[config.mk]
export PLATFORM = sky130hd
export DESIGN_NAME = mem_port_arbiter
export DESIGN_NICKNAME = d
export VERILOG_FILES = /design/src/rtl/mem_arb_pkg.sv /design/src/rtl/mem_port_arbiter_prio.sv /design/src/rtl/mem_port_arbiter.sv
export SDC_FILE = /design/constraint.sdc
export NUM_CORES = 1
export LEC_CHECK = 0
export CAP_MARGIN = 25
export CORE_MARGIN = 1
export CORE_UTILIZATION = 30
export CTS_BUF_LIST = sky130_fd_sc_hd__clkbuf_8
export CTS_CLUSTER_SIZE = 24
export DETAILED_ROUTE_END_ITERATION = 10
export GPL_ROUTABILITY_DRIVEN = 0
export GPL_TIMING_DRIVEN = 1
export PLACE_DENSITY_LB_ADDON = 0.2
export SLEW_MARGIN = 20
export SYNTH_ARGS = -nofsm -noshare
export SYNTH_HDL_FRONTEND = slang
export SYNTH_HIERARCHICAL = 1
export SYNTH_SLANG_ARGS = --single-unit
[constraint.sdc]
create_clock -name clk -period 5.7 [get_ports clk]
set_input_delay 0.855 -clock clk [delete_from_list [all_inputs] [get_ports clk]]
set_output_delay 0.855 -clock clk [all_outputs]
set_load 0.01 [all_outputs]
[src/rtl/mem_arb_pkg.sv]
// Shared types and helpers for the unified memory port arbiter.
package mem_arb_pkg;

  typedef enum logic [1:0] {
    IDLE  = 2'd0,
    ISSUE = 2'd1,
    WAIT  = 2'd2
  } arb_state_e;

  localparam logic [1:0] SZ_BYTE = 2'b00;
  localparam logic [1:0] SZ_HALF = 2'b01;
  localparam logic [1:0] SZ_WORD = 2'b10;

  // True for any data access the memory must not see: illegal size 11,
  // or a half/word not naturally aligned.
  function automatic logic is_misaligned(input logic [1:0] size,
                                         input logic [1:0] addr_lo);
    logic bad;
    bad = 1'b0;
    case (size)
      SZ_BYTE: bad = 1'b0;
      SZ_HALF: bad = addr_lo[0];
      SZ_WORD: bad = (addr_lo != 2'b00);
      default: bad = 1'b1;
    endcase
    return bad;
  endfunction

endpackage

[src/rtl/mem_port_arbiter_prio.sv]
// Grant selection between fetch and data, with a starvation guard for fetch.
module arb_prio #(
  parameter int unsigned STARVE_MAX = 4
) (
  input  logic clk,
  input  logic rst_n,
  input  logic if_req,
  input  logic d_req,
  input  logic idle,
  output logic grant_if,
  output logic grant_d
);

  localparam logic [3:0] CNT_MAX = 4'(STARVE_MAX);

  logic [3:0] starve_cnt_q, starve_cnt_d;
  logic       force_if;

  // Data wins unless fetch has waited through CNT_MAX data grants.
  always_comb begin
    force_if = if_req && (starve_cnt_q == CNT_MAX);
    grant_d  = idle && d_req && !force_if;
    grant_if = idle && if_req && !grant_d;
  end

  // Count data grants that bypass a pending fetch; any idle fetch line clears.
  always_comb begin
    starve_cnt_d = starve_cnt_q;
    if (!if_req || grant_if) begin
      starve_cnt_d = '0;
    end else if (grant_d && (starve_cnt_q != CNT_MAX)) begin
      starve_cnt_d = starve_cnt_q + 4'd1;
    end
  end

  // Starvation counter register.
  always_ff @(posedge clk or negedge rst_n) begin
    if (!rst_n) begin
      starve_cnt_q <= '0;
    end else begin
      starve_cnt_q <= starve_cnt_d;
    end
  end

endmodule

[src/rtl/mem_port_arbiter.sv]
// Shares one memory port between instruction fetch and load/store.
module mem_port_arbiter
  import mem_arb_pkg::*;
#(
  parameter int unsigned MEM_LAT    = 2,
  parameter int unsigned STARVE_MAX = 4
) (
  input  logic        clk,
  input  logic        rst_n,
  input  logic        if_req,
  input  logic [31:0] if_addr,
  output logic        if_gnt,
  output logic        if_rvalid,
  output logic [31:0] if_rdata,
  input  logic        d_req,
  input  logic [31:0] d_addr,
  input  logic [31:0] d_wdata,
  input  logic        d_rw,
  input  logic [1:0]  d_size,
  input  logic        d_sign,
  output logic        d_gnt,
  output logic        d_rvalid,
  output logic [31:0] d_rdata,
  output logic        d_err,
  output logic        mem_en,
  output logic        mem_we,
  output logic [31:0] mem_addr,
  output logic [31:0] mem_wdata,
  output logic [1:0]  mem_size,
  output logic        mem_sign,
  input  logic [31:0] mem_rdata
);

  localparam logic [2:0] LAT_INIT = 3'(MEM_LAT);

  arb_state_e  state_q, state_d;
  logic [2:0]  lat_q, lat_d;
  logic        own_d_q, own_d_d;
  logic        mem_we_q, mem_we_d;
  logic [31:0] mem_addr_q, mem_addr_d;
  logic [31:0] mem_wdata_q, mem_wdata_d;
  logic [1:0]  mem_size_q, mem_size_d;
  logic        mem_sign_q, mem_sign_d;
  logic        if_rvalid_q, if_rvalid_d;
  logic [31:0] if_rdata_q, if_rdata_d;
  logic        d_rvalid_q, d_rvalid_d;
  logic [31:0] d_rdata_q, d_rdata_d;
  logic        d_err_q, d_err_d;

  logic idle;
  logic grant_if, grant_d;
  logic d_bad;

  // Gating with rst_n keeps grants low while reset is held.
  assign idle  = (state_q == IDLE) && rst_n;
  assign d_bad = is_misaligned(d_size, d_addr[1:0]);

  arb_prio #(
    .STARVE_MAX(STARVE_MAX)
  ) u_prio (
    .clk      (clk),
    .rst_n    (rst_n),
    .if_req   (if_req),
    .d_req    (d_req),
    .idle     (idle),
    .grant_if (grant_if),
    .grant_d  (grant_d)
  );

  // Next-state and datapath: latch the winner, issue, count latency, respond.
  always_comb begin
    state_d     = state_q;
    lat_d       = lat_q;
    own_d_d     = own_d_q;
    mem_we_d    = mem_we_q;
    mem_addr_d  = mem_addr_q;
    mem_wdata_d = mem_wdata_q;
    mem_size_d  = mem_size_q;
    mem_sign_d  = mem_sign_q;
    if_rvalid_d = 1'b0;
    if_rdata_d  = if_rdata_q;
    d_rvalid_d  = 1'b0;
    d_rdata_d   = d_rdata_q;
    d_err_d     = 1'b0;

    case (state_q)
      IDLE: begin
        if (grant_d) begin
          if (d_bad) begin
            // Rejected without touching memory; answered next cycle.
            d_rvalid_d = 1'b1;
            d_err_d    = 1'b1;
            d_rdata_d  = '0;
          end else begin
            own_d_d     = 1'b1;
            mem_we_d    = d_rw;
            mem_addr_d  = d_addr;
            mem_wdata_d = d_wdata;
            mem_size_d  = d_size;
            mem_sign_d  = d_sign;
            state_d     = ISSUE;
          end
        end else if (grant_if) begin
          own_d_d     = 1'b0;
          mem_we_d    = 1'b0;
          mem_addr_d  = if_addr;
          mem_wdata_d = '0;
          mem_size_d  = SZ_WORD;
          mem_sign_d  = 1'b0;
          state_d     = ISSUE;
        end
      end
      ISSUE: begin
        lat_d   = LAT_INIT;
        state_d = WAIT;
      end
      WAIT: begin
        if (lat_q == 3'd1) begin
          state_d = IDLE;
          if (own_d_q) begin
            d_rvalid_d = 1'b1;
            d_rdata_d  = mem_we_q ? '0 : mem_rdata;
          end else begin
            if_rvalid_d = 1'b1;
            if_rdata_d  = mem_rdata;
          end
        end else begin
          lat_d = lat_q - 3'd1;
        end
      end
      default: state_d = IDLE;
    endcase
  end

  // State and registered outputs; reset abandons any access in flight.
  always_ff @(posedge clk or negedge rst_n) begin
    if (!rst_n) begin
      state_q     <= IDLE;
      lat_q       <= '0;
      own_d_q     <= 1'b0;
      mem_we_q    <= 1'b0;
      mem_addr_q  <= '0;
      mem_wdata_q <= '0;
      mem_size_q  <= '0;
      mem_sign_q  <= 1'b0;
      if_rvalid_q <= 1'b0;
      if_rdata_q  <= '0;
      d_rvalid_q  <= 1'b0;
      d_rdata_q   <= '0;
      d_err_q     <= 1'b0;
    end else begin
      state_q     <= state_d;
      lat_q       <= lat_d;
      own_d_q     <= own_d_d;
      mem_we_q    <= mem_we_d;
      mem_addr_q  <= mem_addr_d;
      mem_wdata_q <= mem_wdata_d;
      mem_size_q  <= mem_size_d;
      mem_sign_q  <= mem_sign_d;
      if_rvalid_q <= if_rvalid_d;
      if_rdata_q  <= if_rdata_d;
      d_rvalid_q  <= d_rvalid_d;
      d_rdata_q   <= d_rdata_d;
      d_err_q     <= d_err_d;
    end
  end

  assign if_gnt    = grant_if;
  assign d_gnt     = grant_d;
  assign if_rvalid = if_rvalid_q;
  assign if_rdata  = if_rdata_q;
  assign d_rvalid  = d_rvalid_q;
  assign d_rdata   = d_rdata_q;
  assign d_err     = d_err_q;
  assign mem_en    = (state_q == ISSUE);
  assign mem_we    = mem_we_q;
  assign mem_addr  = mem_addr_q;
  assign mem_wdata = mem_wdata_q;
  assign mem_size  = mem_size_q;
  assign mem_sign  = mem_sign_q;

endmodule

==> metrics.log, run 1 <==
INFO  metric critical-path-top-delay-family = buffers and inverters
INFO  metric crit_chain = nor2_4, and2_1, nand2_1, a21oi_4, buf_4, clkdlybuf4s50_1
INFO  metric syn_nets = about 860
INFO  metric worstSetupPathType = reg2out
INFO  metric first_global_vias = about 6,200
INFO  metric max_incr_delay_on_cp = 0.61 ns
INFO  metric r2r_end = mem_wdata[31]
INFO  metric grt_antenna_before_repair = 1
INFO  metric overflow = 0
INFO  metric post_cts_resize_count = 0
INFO  metric finClkSkew = around 0.016 ns
INFO  metric die_outline_area = roughly 24,000 sq um
INFO  metric final_common_cell = clkdlybuf4s50_1
INFO  metric detail-route-antenna-nets = 0
INFO  metric r2r_cells = 10
INFO  metric cts.sinks = 145
INFO  metric number_of_hold_buffers_added_after_cts = 0
INFO  metric cts_tree = yes
INFO  metric final_layout_size_suffix_gt1_frac = 0.09336
INFO  metric vdd_ir_drop_max = roughly 210 uV
INFO  metric cap_violations = 0
INFO  metric leakage = 4.324 nW
INFO  metric number_of_optimization_iterations_in_the_first_detailed_route_pass = 4
INFO  metric count_of_mapped_cells_out_of_synthesis = slightly above 700
INFO  metric setup_slack_placement = around 2.2 ns
INFO  metric power.density = ~500 nW/um^2
INFO  metric design.final.nets = about 1,100
INFO  metric antennaDiodeCount = 0
INFO  metric timing.final.ws_setup = ~2.2 ns
INFO  metric fp.coreArea = around 23,000 sq um
INFO  metric fin_util = 0.4583
INFO  metric p_comb_frac = 0.484
INFO  metric clk_network_pwr_share = 0.167
INFO  metric finalSetupViolCount = 0
INFO  metric totalNegativeSetupSlack = 0 ns
INFO  metric most_used_cells_in_the_layout_excluding_fill_and_tap_cells = clkdlybuf4s50_1, dfrtp_1, nand2_1
INFO  metric grt_max_degree = 102
INFO  metric hpwl_detailed = 14,510 um
INFO  metric mappedNetlistArea = ~7000 sq um
INFO  metric run_status = complete, no violations
INFO  metric synthesis_to_layout_area_growth = 48.97%
INFO  metric grt_first_pass_wirelength = roughly 35,000 um
INFO  metric cp_max_fo = 38
INFO  metric hold_path_class = in2async
INFO  metric ctsRootBufferMaster = clkbuf_8
INFO  metric finalHoldViolations = 0
INFO  metric p_switching = just under 2 mW
INFO  metric clk_path_buf_depth = 2
INFO  metric route.vias.total = 6,521
INFO  metric chipWidth = about 150 um
INFO  metric rsz_0062_raised_after_global_routing = false
INFO  metric slowest_stage = clkdlybuf4s50_1
INFO  metric vias_per_cell = 5.106
INFO  metric timing.critical_path.from_type = register
INFO  metric period_share = 0.6177
INFO  metric tritoncts.num_buffers = 17
INFO  metric clk_transition_reported_paths = ~0.090 ns
INFO  metric worst_skew_pair.late_latency = roughly 0.46 ns
INFO  metric postSynthAreaPerCell = roughly 9.8 sq um
INFO  metric synth-seq-area-share = 0.5178
INFO  metric synth.distinct_cells = 37
INFO  metric critPathArrivalTime = 2.67 ns
INFO  metric route.detailed.wl_per_inst = 17.71 um
INFO  metric max_freq = ~280 MHz
INFO  metric io-pin-count = approximately 270
INFO  metric timing.reg2reg.setup_slack = 2.52 ns
INFO  metric reg2reg_from = state_q[0]
INFO  metric internal_power_of_the_cells = 3.222 mW
INFO  metric detailedRoute.firstIterationViolations = 319
INFO  metric number_of_post_cts_setup_repair_buffers = 0
INFO  metric cts.htree.levels = 4
INFO  metric finalMaxSlewViolations = 0
INFO  metric start_util = 0.3077
INFO  metric worst_path_required_time = just under 5 ns
INFO  metric actual_slew_at_the_worst_max_slew_pin = ~1.0 ns
INFO  metric p_sw_frac = 0.3801
INFO  metric timing.critical_path.to_type = output pin
INFO  metric wl = ~23,000 um
INFO  metric crit_cells = 6
INFO  metric drc_violation_count_after_routing = 0
INFO  metric worst_slew_margin_rel = 0.3236
INFO  metric yosys_warnings = 6
INFO  metric crit_path_buffers_inverters = 2
INFO  metric ys_ff_latch = approximately 150
INFO  metric grt_util_all_layers = 0.1863
INFO  metric layout_min_cycle_time = between 3 and 4 ns
INFO  metric numPortBuffers = ~270
INFO  metric sequentialPowerShare = 0.349
INFO  metric core.rowCount = 55
INFO  metric die_h = between 150 and 200 um
[metal layers]
layer	vias to the layer above	wire length (um)	global-route usage
li1	3099	-	-
met1	3133	10290	0.2492
met2	265	10200	0.2872
met3	24	1735	0.05436
met4	0	380	0.06318
met5	-	0	0
[through the flow]
| stage | total power, mW | area (sq um) | instances | hold slack (ns) |
|---|---|---|---|---|
| after CTS | 5.250 | 10370 | 1274 | 0.1479 |
| after global routing | 5.536 | 10440 | 1277 | 0.1497 |
| after detailed placement | 4.356 | 9966 | 1242 | 0.4821 |
| after floorplan | 3.011 | 7008 | 715 | 0.4802 |
| final | 5.197 | 10440 | 1277 | 0.1846 |
| after global placement | 4.330 | 9966 | 1242 | 0.4691 |
[logic make-up after synthesis]
kind of cell | Yosys count | share of synthesized area
muxes | 32 | 0.05142
adders and majority gates | 4 | 0.007142
DFF | 145 | 0.5178
AOI/OAI and AO/OA | 151 | 0.1527
and+or+nand+nor | 272 | 0.2059
buffers and inverters | 111 | 0.06517
[power by group through the flow]
stage | combinational, mW | sequential [mW] | clock [mW]
detailed placement | 2.53 | 1.83 | 0
global route | 2.71 | 1.88 | 0.943
finish | 2.52 | 1.81 | 0.868
CTS | 2.53 | 1.82 | 0.898
floorplan | 1.02 | 1.99 | 0
global placement | 2.51 | 1.82 | 0
[worst max path at each step]
stage,from,to,slack (ns)
finish,state_q[0],d_gnt,2.18
detailed placement,d_req,mem_wdata[16],2.17
global route,state_q[0],d_gnt,2.01
floorplan,state_q[0],mem_addr[10],3.00
global placement,d_req,mem_wdata[15],2.17
CTS,state_q[0],d_gnt,2.13
[area by class of cell]
| class | instances | area (sq um) |
|---|---|---|
| Fill cell | 2176 | 12340 |
| Sequential cell | 145 | 3628 |
| Multi-Input combinational cell | 459 | 2952 |
| Timing Repair Buffer | 290 | 2919 |
| Tap cell | 313 | 391.6 |
| Clock buffer | 17 | 234.0 |
| Clock inverter | 15 | 172.7 |
| Inverter | 38 | 142.6 |
[sequential cells by signal, summed over array words and instances, names as in the netlist]
signal,count
d_rdata,32
if_rdata,32
mem_addr,32
mem_wdata,32
u_prio/starve_cnt_q,4
lat_q,3
mem_size,2
state_q,2
d_err,1
d_rvalid,1
if_rvalid,1
mem_sign,1
mem_we,1
own_d_q,1
[synthesized netlist by cell type]
cell type / n / area, sq um
nand2_1: 74 / 277.8
or2b_1: 1 / 7.510
mux2_1: 3 / 33.78
and2_4: 1 / 8.760
a31o_1: 1 / 8.760
nor2_2: 2 / 12.51
clkbuf_1: 50 / 187.7
nor2b_2: 1 / 8.760
o21ai_0: 4 / 20.02
a21o_1: 2 / 15.01
nor4b_1: 2 / 17.52
nand3b_1: 34 / 255.2
a21oi_1: 71 / 355.3
nand2b_1: 3 / 18.77
nor4_4: 1 / 21.27
inv_2: 1 / 3.750
ha_1: 4 / 50.05
a22o_1: 4 / 35.03
o211a_1: 1 / 10.01
dfrtp_1: 145 / 3628
and2_1: 1 / 6.260
or2_2: 2 / 12.51
o22ai_1: 1 / 6.260
nor3_1: 35 / 175.2
buf_1: 6 / 22.52
buf_2: 14 / 70.07
o32ai_1: 33 / 289.0
o311a_1: 32 / 320.3
o21ai_1: 2 / 10.01
nand4_1: 35 / 219.0
nand3_1: 72 / 360.4
mux2_2: 29 / 326.6
buf_6: 3 / 33.78
nor2b_1: 3 / 18.77
inv_1: 37 / 138.9
and3_2: 1 / 7.510
nor2_1: 4 / 15.01
No activity file was read; power rests on OpenSTA's default activity.
==> inputs of run 2 (changes only) <==
==> constraint.sdc (replaced) <==
create_clock -name clk -period 3 [get_ports clk]
set_input_delay 0.45 -clock clk [delete_from_list [all_inputs] [get_ports clk]]
set_output_delay 0.45 -clock clk [all_outputs]
set_load 0.01 [all_outputs]
==> run 2 against run 1 <==
  * Core utilization shrank 0.20 points
  * Clock power increased by 69%
  * Worst setup slack worse by 1.9 ns
  * Register-to-register slack worse by 1.8 ns
  * Clock skew rose by 0.00083 ns
  * Cell area down 0.44%
  * Die area is the same
  * Non-clock buffer count unchanged
  * Largest cell class unchanged
  * Highest routed layer unchanged
==> metrics.log, run 2 (synthesis results as in run 1) <==
INFO  metric crit_chain = inv_1, ha_1, nand3b_1, inv_1, a21oi_4, clkdlybuf4s50_1 (was nor2_4, and2_1, nand2_1, a21oi_4, buf_4, clkdlybuf4s50_1)
INFO  metric final_common_cell = clkdlybuf4s50_1 (unchanged)
INFO  metric fin_cells = 1,277 (unchanged)
INFO  metric wl = 22,490 um (was 22,610 um)
INFO  metric leakage = 4.288 nW (was 4.324 nW)
INFO  metric cts.htree.levels = 4 (unchanged)
INFO  metric rsz_0062_raised_after_global_routing = false (unchanged)
INFO  metric critPathArrivalTime = 2.25 ns (was 2.67 ns)
INFO  metric detailedRoute.firstIterationViolations = 398 (was 319)
INFO  metric clk_path_buf_depth = 2 (unchanged)
INFO  metric worst_path_required_time = 2.55 ns (was 4.85 ns)
INFO  metric r2r_cells = 10 (unchanged)
INFO  metric clk_transition_reported_paths = 0.09 ns (about the same)
INFO  metric drc_violation_count_after_routing = 0 (unchanged)
INFO  metric vdd_ir_drop_max = 387.9 uV (was 211.9 uV)
INFO  metric finalSetupViolCount = 0 (unchanged)
INFO  metric route.detailed.wl_per_inst = 17.61 um (was 17.71 um)
INFO  metric die_h = 154.8 um (unchanged)
INFO  metric globalRouteMet2Util = 0.2909 (was 0.2872)
INFO  metric tritoncts.num_buffers = 17 (unchanged)
INFO  metric fp.coreArea = 22,780 sq um (unchanged)
INFO  metric die_outline_area = 23,980 sq um (unchanged)
INFO  metric worst_slew_margin_rel = 0.4417 (was 0.3236)
INFO  metric detail-route-antenna-nets = 0 (unchanged)
INFO  metric design_power_total = 9.698 mW (was 5.197 mW)
INFO  metric final_layout_size_suffix_gt1_frac = 0.09440 (was 0.09336)
INFO  metric actual_slew_at_the_worst_max_slew_pin = 0.8374 ns (was 1.015 ns)
INFO  metric grt_first_pass_wirelength = 36,080 um (was 35,010 um)
INFO  metric finClkSkew = 0.01643 ns (was 0.01560 ns)
INFO  metric finalHoldViolations = 0 (unchanged)
INFO  metric synthesis_to_layout_area_growth = 48.31% (was 48.97%)
INFO  metric gr_met1_demand_resource = 0.2461 (was 0.2492)
INFO  metric slowest_stage = clkdlybuf4s50_1 (unchanged)
INFO  metric timing.critical_path.from_type = register (unchanged)
INFO  metric cp_max_fo = 7 (was 38)
INFO  metric finalMaxSlewViolations = 0 (unchanged)
INFO  metric cts.sinks = 145 (unchanged)
INFO  metric core.rowCount = 55 (unchanged)
INFO  metric setup_slack_placement = 0.5955 ns (was 2.165 ns)
INFO  metric number_of_post_cts_setup_repair_buffers = 0 (unchanged)
INFO  metric numPortBuffers = 273 (unchanged)
INFO  metric max_freq = 370.3 MHz
INFO  metric grt.busiest_layer = met2 (unchanged)
INFO  metric cts_tree = yes (unchanged)
INFO  metric power.density = 933.1 nW/um^2 (was 497.8 nW/um^2)
INFO  metric design_area = 10,390 sq um (was 10,440 sq um)
INFO  metric post_place_cells = 1,245 (was 1,242)
INFO  metric grt_max_degree = 146 (was 102)
INFO  metric n_fill_cell = 2,200 (was 2,176)
INFO  metric vias_per_cell = 5.042 (was 5.106)
INFO  metric worstSetupPathType = reg2out (unchanged)
INFO  metric place_area = 10,030 sq um (was 9966 sq um)
INFO  metric grt_antenna_before_repair = 0 (was 1)
INFO  metric grt_util_all_layers = 0.1906 (was 0.1863)
INFO  metric run_status = complete, no violations (unchanged)
INFO  metric max_incr_delay_on_cp = 0.59 ns (was 0.61 ns)
INFO  metric grtUsageMet3 = 0.07817 (was 0.05436)
INFO  metric fin_worst_hold_slack = 0.1418 ns (was 0.1846 ns)
INFO  metric fin_util = 0.4563 (was 0.4583)
INFO  metric hold_path_class = in2async (unchanged)
INFO  metric post_cts_resize_count = 0 (unchanged)
INFO  metric period_share = 0.9002
INFO  metric cap_violations = 0 (unchanged)
INFO  metric first_global_vias = 6,442 (was 6,207)
INFO  metric worst_skew_pair.late_latency = 0.45 ns (was 0.46 ns)
INFO  metric ctsRootBufferMaster = clkbuf_8 (unchanged)
INFO  metric route.vias.total = 6,438 (was 6,521)
INFO  metric totalNegativeSetupSlack = 0 ns (unchanged)
INFO  metric number_of_hold_buffers_added_after_cts = 0 (unchanged)
INFO  metric antennaDiodeCount = 0 (unchanged)
INFO  metric design.final.nets = 1,091 (unchanged)
INFO  metric start_util = 0.3077 (unchanged)
INFO  metric overflow = 0 (unchanged)
INFO  metric layout_min_cycle_time = approximately 2.7 ns
INFO  metric timing.critical_path.to_type = output pin (unchanged)
INFO  metric most_frequent_cell_on_the_critical_path = inv_1
INFO  metric chipWidth = 154.8 um (unchanged)
INFO  metric timing.final.ws_setup = 0.2994 ns (was 2.179 ns)
INFO  metric io-pin-count = 274 (unchanged)
INFO  metric hpwl_detailed = 14,260 um (was 14,510 um)
INFO  metric most_used_cells_in_the_layout_excluding_fill_and_tap_cells = clkdlybuf4s50_1, dfrtp_1, nand2_1 (unchanged)
INFO  metric number_of_optimization_iterations_in_the_first_detailed_route_pass = 5 (was 4)
==> run 2: changes by cell type in the layout (fill, tap and decap cells not counted), sizes merged <==
cell,previous run,this run
clkinvlp,3,6
inv,47,45
bufinv,2,0
clkbuf,17,18
==> run 2: worst paths after layout <==
path                                        start           to  slack [ns]
hold reg to reg                       if_rdata[4]  if_rdata[4]        0.49
setup reg to reg           u_prio/starve_cnt_q[0]  mem_addr[7]        0.68
hold / removal                              rst_n  if_rdata[9]        0.14
setup / recovery           u_prio/starve_cnt_q[0]        d_gnt        0.30
min in group clk                      if_rdata[4]  if_rdata[4]        0.49
max in group asynchronous                   rst_n  mem_size[0]        2.23
==> run 2: report_power, final <==
part           leakage (nW)  total, mW  switching [mW]  internal (mW)
Sequential             1.84       3.41           0.578           2.83
Clock                 0.169       1.47           0.856          0.618
Combinational          2.28       4.82            2.28           2.54
==> run 2: critical path, delay by kind of cell, from the launching register on <==
kind	cells	cell delay, ns
buffers and inverters	3	0.77
AOI/OAI and AO/OA	1	0.28
adders and majority gates	1	0.20
DFF	1	0.43
and+or+nand+nor	1	0.15
==> run 2: area by class of cell <==
class / count / area (sq um) / share of cell area
inverters: 38 / 142.6 / 0.01372
clock buffers: 18 / 247.7 / 0.02384
repair buffers: 290 / 2912 / 0.2801
multi-input cells: 459 / 2952 / 0.2840
well taps: 313 / 391.6 / 0.03768
clock inverters: 14 / 120.1 / 0.01156
flip-flops and latches: 145 / 3628 / 0.3491
==> run 2: metal layers <==
layer,part of all wire,up-vias,routed length [um]
met5,0,-,0
met3,0.089,20,2004
met4,0.015,0,345
met1,0.44,3112,9956
met2,0.45,230,10190
li1,-,3076,-
